**config.mk**
```make
export PLATFORM = sky130hd
export DESIGN_NAME = interval_meter
export DESIGN_NICKNAME = d
export VERILOG_FILES = /design/src/rtl/interval_meter.sv
export SDC_FILE = /design/constraint.sdc
export NUM_CORES = 1
export LEC_CHECK = 0
export ABC_AREA = 1
export CORE_AREA = 2 2 97 99
export CTS_BUF_LIST = sky130_fd_sc_hd__clkbuf_2
export DETAILED_ROUTE_END_ITERATION = 16
export DIE_AREA = 0 0 99 101
export GPL_TIMING_DRIVEN = 0
export PLACE_DENSITY = 0.58
export SETUP_SLACK_MARGIN = 0.05
export SLEW_MARGIN = 10
export SYNTH_ARGS = -nofsm -noshare
export SYNTH_HDL_FRONTEND = slang
export SYNTH_SLANG_ARGS = --single-unit
```
**constraint.sdc**
```tcl
create_clock -name CLK -period 5 [get_ports CLK]
set_clock_uncertainty 0.05 [all_clocks]
set_input_delay 1 -clock CLK [delete_from_list [all_inputs] [get_ports CLK]]
set_output_delay 1 -clock CLK [all_outputs]
set_load 0.01 [all_outputs]
```
**src/rtl/interval_meter.sv**
```systemverilog
// interval_meter: measures the number of clock cycles between a START
// pulse and the following STOP pulse, with an overflow timeout.
//
// Optional feature: define INTERVAL_METER_STATS_EN to keep running
// min/max statistics of valid measurements. When it is undefined, MIN_CNT
// and MAX_CNT are tied to 0 and no statistics registers exist.
//
// Ports:
//   CLK      in   sole clock, rising edge
//   RST_N    in   asynchronous active-low reset
//   CLR      in   synchronous clear, abandons any measurement
//   START    in   begins an interval when sampled high in IDLE
//   STOP     in   ends an interval when sampled high in MEASURE
//   COUNT    out  [20:0] last measured interval, held until next completion
//   VALID    out  one-cycle pulse, COUNT updated by a STOP
//   OVF      out  one-cycle pulse, interval reached TIMEOUT without STOP
//   BUSY     out  high while measuring
//   MIN_CNT  out  [20:0] smallest valid COUNT since reset/CLR
//   MAX_CNT  out  [20:0] largest valid COUNT since reset/CLR
//
// state   | meaning
// IDLE    | waiting for START; STOP ignored
// MEASURE | counting cycles; START ignored, STOP or timeout ends it
module interval_meter #(
  parameter logic [20:0] TIMEOUT = 21'h1F_FFFF
) (
  input  logic        CLK,
  input  logic        RST_N,
  input  logic        CLR,
  input  logic        START,
  input  logic        STOP,
  output logic [20:0] COUNT,
  output logic        VALID,
  output logic        OVF,
  output logic        BUSY,
  output logic [20:0] MIN_CNT,
  output logic [20:0] MAX_CNT
);

  typedef enum logic {
    IDLE    = 1'b0,
    MEASURE = 1'b1
  } state_t;

  state_t      state_q, state_d;
  logic [20:0] cnt_q, cnt_d;
  logic [20:0] count_q, count_d;
  logic        valid_q, valid_d;
  logic        ovf_q, ovf_d;

  always_ff @(posedge CLK or negedge RST_N) begin
    if (!RST_N) begin
      state_q <= IDLE;
      cnt_q   <= '0;
      count_q <= '0;
      valid_q <= 1'b0;
      ovf_q   <= 1'b0;
    end else begin
      state_q <= state_d;
      cnt_q   <= cnt_d;
      count_q <= count_d;
      valid_q <= valid_d;
      ovf_q   <= ovf_d;
    end
  end

  always_comb begin
    state_d = state_q;
    cnt_d   = cnt_q;
    count_d = count_q;
    valid_d = 1'b0;
    ovf_d   = 1'b0;
    if (CLR) begin
      state_d = IDLE;
      cnt_d   = '0;
      count_d = '0;
    end else begin
      case (state_q)
        IDLE: begin
          // counter starts at 1 so STOP n cycles after START reports n
          if (START) begin
            state_d = MEASURE;
            cnt_d   = 21'd1;
          end
        end
        MEASURE: begin
          // STOP takes precedence over a coincident timeout
          if (STOP) begin
            state_d = IDLE;
            count_d = cnt_q;
            valid_d = 1'b1;
            cnt_d   = '0;
          end else if (cnt_q >= TIMEOUT) begin
            state_d = IDLE;
            count_d = TIMEOUT;
            ovf_d   = 1'b1;
            cnt_d   = '0;
          end else begin
            cnt_d = cnt_q + 21'd1;
          end
        end
        default: begin
          state_d = IDLE;
          cnt_d   = '0;
        end
      endcase
    end
  end

  assign COUNT = count_q;
  assign VALID = valid_q;
  assign OVF   = ovf_q;
  assign BUSY  = (state_q == MEASURE);

`ifdef INTERVAL_METER_STATS_EN
  logic [20:0] min_q, max_q;

  // updated on the same edge that loads COUNT from a STOP
  always_ff @(posedge CLK or negedge RST_N) begin
    if (!RST_N) begin
      min_q <= 21'h1F_FFFF;
      max_q <= '0;
    end else if (CLR) begin
      min_q <= 21'h1F_FFFF;
      max_q <= '0;
    end else if (valid_d) begin
      if (count_d < min_q) min_q <= count_d;
      if (count_d > max_q) max_q <= count_d;
    end
  end

  assign MIN_CNT = min_q;
  assign MAX_CNT = max_q;
`else
  assign MIN_CNT = '0;
  assign MAX_CNT = '0;
`endif

endmodule

```
### Word level (Yosys, flattened, before mapping)

Index checks and enable logic that the tools add are counted.

* register bits after elaboration: 45
* output and inout bits: 66

* add/subtract/negate cells: 1
* order comparisons: 1
* equal/unequal tests: 1
* muxes and demuxes: 21
* bitwise logic cells: 1
* reductions and logical operators: 3

Operators by type and width (count)
* two-way mux 21 bit: 8
* one-hot mux 21 bit (2 select lines): 1
* adder 21 x 1 -> 21 bit (second input constant): 1
* >= comparator 21 bit (second input constant): 1
* two-way mux 1 bit: 11
* != test 3 bit (second input constant): 1
* nonzero test 3 bit: 1
* one-hot mux 1 bit (2 select lines): 1
* AND reduction 2 bit: 1
* nonzero test 2 bit: 1
* NOT 1 bit: 1

### Logic depth before layout (Yosys ltp)

* depth in word-level cells: 5
* mapped depth: 10

### Worst setup path after synthesis

Ideal clock, no wire load.

* kind: in2reg
* start point: input port CLR
* end point: register cnt_q[10]
* setup time: 0.065 ns
* arrival time: 1.883 ns
* slack: 3.002 ns
* stages: 7
* buffers on the path: 2
* path through: buf_2 nor2_1 nand2_1 inv_2 dlygate4sd1_1 nand2_1 nand2_2

* longest elaborated chain between the ends: 1
* elaborated cells between the ends (all ways): 2
* classes of those cells: 1 x eq/ne; 1 x mux

Ends and longest elaborated chain
* start: declaration: RTL line 29 `input logic CLR,`
* != test 3 bit (no line) or two-way mux 21 bit (tied branches)
* end signal: assignment: RTL line 60 `cnt_q <= cnt_d;`
* end: declaration: RTL line 46 `logic [20:0] cnt_q, cnt_d;`

Parallel ways exist; a longest one is shown, timed or not.
A chain may end at the register's enable or synchronous reset.

### Worst setup path in the final report

* start point: register state_q, in the netlist BUSY
* end point: output port BUSY

RTL lines
* start: declaration: RTL line 45 `state_t state_q, state_d;`
* start signal: assignment: RTL line 59 `state_q <= state_d;`
* end: declaration: RTL line 35 `output logic BUSY,`

No word-level cell between the ends.

==> summary.txt <==
Outcome
  – Outcome: finished, final reports clean

Critical path
  – CP endpoint kind: output pin
  – Critical Path Max Stage Delay: 560 ps
  – Worst path depth: 1
  – Max Fanout on Critical Path: 4
  – Critical Path End: BUSY
  – R2r worst-path depth: 8
  – CP Launch Type: flip-flop
  – Reg2reg setup slack: 3020 ps
  – Data required, critical path: 3950 ps
  – CP max stage cell: clkdlybuf4s50_1
  – Crit path launch: BUSY
  – WP buf/inv: 1
  – Setup CP Type: flip-flop to output pin
  – CP Cell Sequence: clkdlybuf4s50_1
  – R2R Path End: cnt_q[18]
  – Critical path data arrival time: 1410 ps
  – R2R Path Start: cnt_q[1]
  – Crit path max-delay family: buffers and inverters

Global route
  – Largest net degree at the start of global routing: 28
  – Antenna violations before repair: 0
  – Number of global-route vias before repair: 2329
  – GRT Total Usage: 0.136
  – Grt ovf: 0
  – First-pass GRT wire length: 11000 um

Logic synthesis
  – Top-area cell type share of the netlist area: 0.366
  – Part of the Yosys area used for sequential elements: 0.366
  – Ys Warns: 0
  – Post-synthesis instance total: 407
  – Most area-hungry cell type in the Yosys netlist: dfrtp_1
  – Top FF cell, synth: dfrtp_1
  – Distinct cells, synth: 32
  – Ys async rst share: 1.00
  – Post-synth EDFFs: 0
  – Syn Area/Cell: 7.56 sq um
  – Top cells by count, synth: 121 x nand2_1, 45 x dfrtp_1, 44 x nor2_1, 42 x buf_4, 32 x inv_1
  – Cell with the most instances after synthesis: nand2_1
  – Synth top area cells: dfrtp_1 37%, nand2_1 15%, buf_4 10%
  – Mapped Area: 0.00308 sq mm
  – #FFs+latches synth: 45

Timing
  – Hold Vio Cnt, Final: 0
  – Final slew viol count: 0
  – Min Tclk post-route: 2460 ps
  – Final setup TNS: 0 ps
  – RSZ-0062 raised after global routing: false
  – Period utilization: 0.492
  – Final setup viols: 0
  – Fmax: 407 MHz

Final layout
  – Ant. Diodes: 0
  – Reg area: 0.00113 sq mm
  – Final nets: 489
  – Area growth, synth to finish: 20.7%
  – Layout cells sized above 1: 0.215
  – Multi-input logic area: 0.00154 sq mm
  – Fill count: 942
  – Fin area: 0.00371 sq mm

Clock network
  – H-Tree Depth: 2
  – CTS Hold Bufs: 0
  – Clock-pin transition on the worst setup and hold timing paths: 240 ps
  – # resized after CTS: 0
  – Total CTS buffers: 5
  – Max clock buf depth: 2
  – Post-CTS setup buffer count: 0
  – Root Buffer: clkbuf_2
  – Clock Sink Count: 45
  – Worst skew pair latency: 410 ps
  – CTS tree: built

Route
  – First DRT Iteration DRCs: 86
  – Total wire length: 6570 um
  – Post-route ant nets: 0
  – Total vias in the final route: 2453
  – DRC: 0
  – Detailed Routing Iterations Pass 1: 6
  – Vias per cell: 4.13
  – Wire length per cell: 11.1 um

Die
  – Std cell rows: 35
  – Ports: 71
  – Vert. Die Dim: 101 um
  – Initial Utilization: 0.343
  – Placeable core area: 0.00898 sq mm
  – Die footprint: 0.0100 sq mm
  – Die width: 99 um

Placement
  – Post-DP Area: 0.00365 sq mm
  – GP Congestion: 0.905
  – Detail Placement HPWL: 5330 um
  – Port bufs: 27

Run
  – Max cap viols: 0

Hold path
  – Min-delay worst type: input pin to async pin

Pwr
  – Psw: 215 uW
  – Sequential power share: 0.520
  – Max VDD drop: 0.114 mV
  – Internal power: 548 uW
  – Switching Share: 0.282
  – Clk network pwr share: 0.261
  – Power Density: 206 mW/mm^2
  – Leakage power: 0.00209 uW
  – Comb power frac: 0.219
[worst min-delay path by stage]
stage	from	to	slack [ps]	cells after the start
after floorplan	cnt_q[20]	cnt_q[20]	430	2
after global placement	COUNT[7]	COUNT[7]	410	2
after detailed placement	COUNT[20]	COUNT[20]	410	2
after CTS	RST_N	cnt_q[0]	440	1
after global routing	RST_N	cnt_q[0]	420	1
final	RST_N	cnt_q[0]	440	1
[power groups by stage]
stage	registers (uW)	logic (uW)	clock network (uW)
5_1_grt	401	186	226
4_1_cts	397	169	211
6_report	397	167	199
2_1_floorplan	412	93.9	0
3_3_place_gp	403	166	0
3_5_place_dp	404	168	0
[through the flow]
step	util	std cells	power (uW)	setup slack [ps]	hold WS, ps
after floorplan	-	448	506	3000	434
after global placement	0.405	586	569	1600	405
after detailed placement	0.407	587	572	2530	408
after CTS	0.414	594	778	2490	436
after global routing	0.414	594	812	2440	424
final	0.414	594	763	2540	444
[per-layer routing]
metal  track usage  vias to the layer above  wire length (um)  share of wire
met5             0                        -                 0              0
met4        0.0348                        0                91          0.014
met3        0.0264                        7               382          0.058
met2         0.240                       69              3100           0.47
met1         0.171                     1074              3000           0.46
li1              -                     1303                 -              -
[layout by cell type (no fill, tap or decap), drive strengths merged]
cell and n:
dlygate4sd1 1, inv 37, nand4 2, dfrtp 45, ha 1, conb 42
nor2 51, o21bai 1, xor2 11, or2 1, nand3 33, clkdlybuf4s50 26
o22ai 1, clkbuf 11, clkinv 1, a21oi 13, nor3b 1, o21ai 2
xnor2 2, buf 51, nand2 148, nor3 1, bufinv 1
[logic make-up (layout without fill, tap and decap cells)]
logic type / after synthesis / after routing / synth area share
adders and majority gates: 1 / 1 / 0.00407
buffers and inverters: 93 / 128 / 0.182
xor gates and xnor gates: 13 / 13 / 0.0395
DFF: 45 / 45 / 0.366
and+or+nand+nor: 237 / 237 / 0.378
AOI/OAI and AO/OA: 17 / 17 / 0.0289
other: 1 / 42 / 0.00122
[registers in the layout, indices dropped and copies added (netlist names)]
register and cells:
cnt_q 21, COUNT 21, BUSY 1, VALID 1
OVF 1
[final cells by class]
cell class | instances | share of cell area
timing repair buffer | 28 | 0.0768
sequential | 45 | 0.303
multi-input combinational | 310 | 0.416
inverter | 37 | 0.0374
buffer | 56 | 0.113
clock buffer | 5 | 0.00674
clock inverter | 2 | 0.00943
tap | 111 | 0.0374
Note: power is estimated with default switching activity, not from simulation.
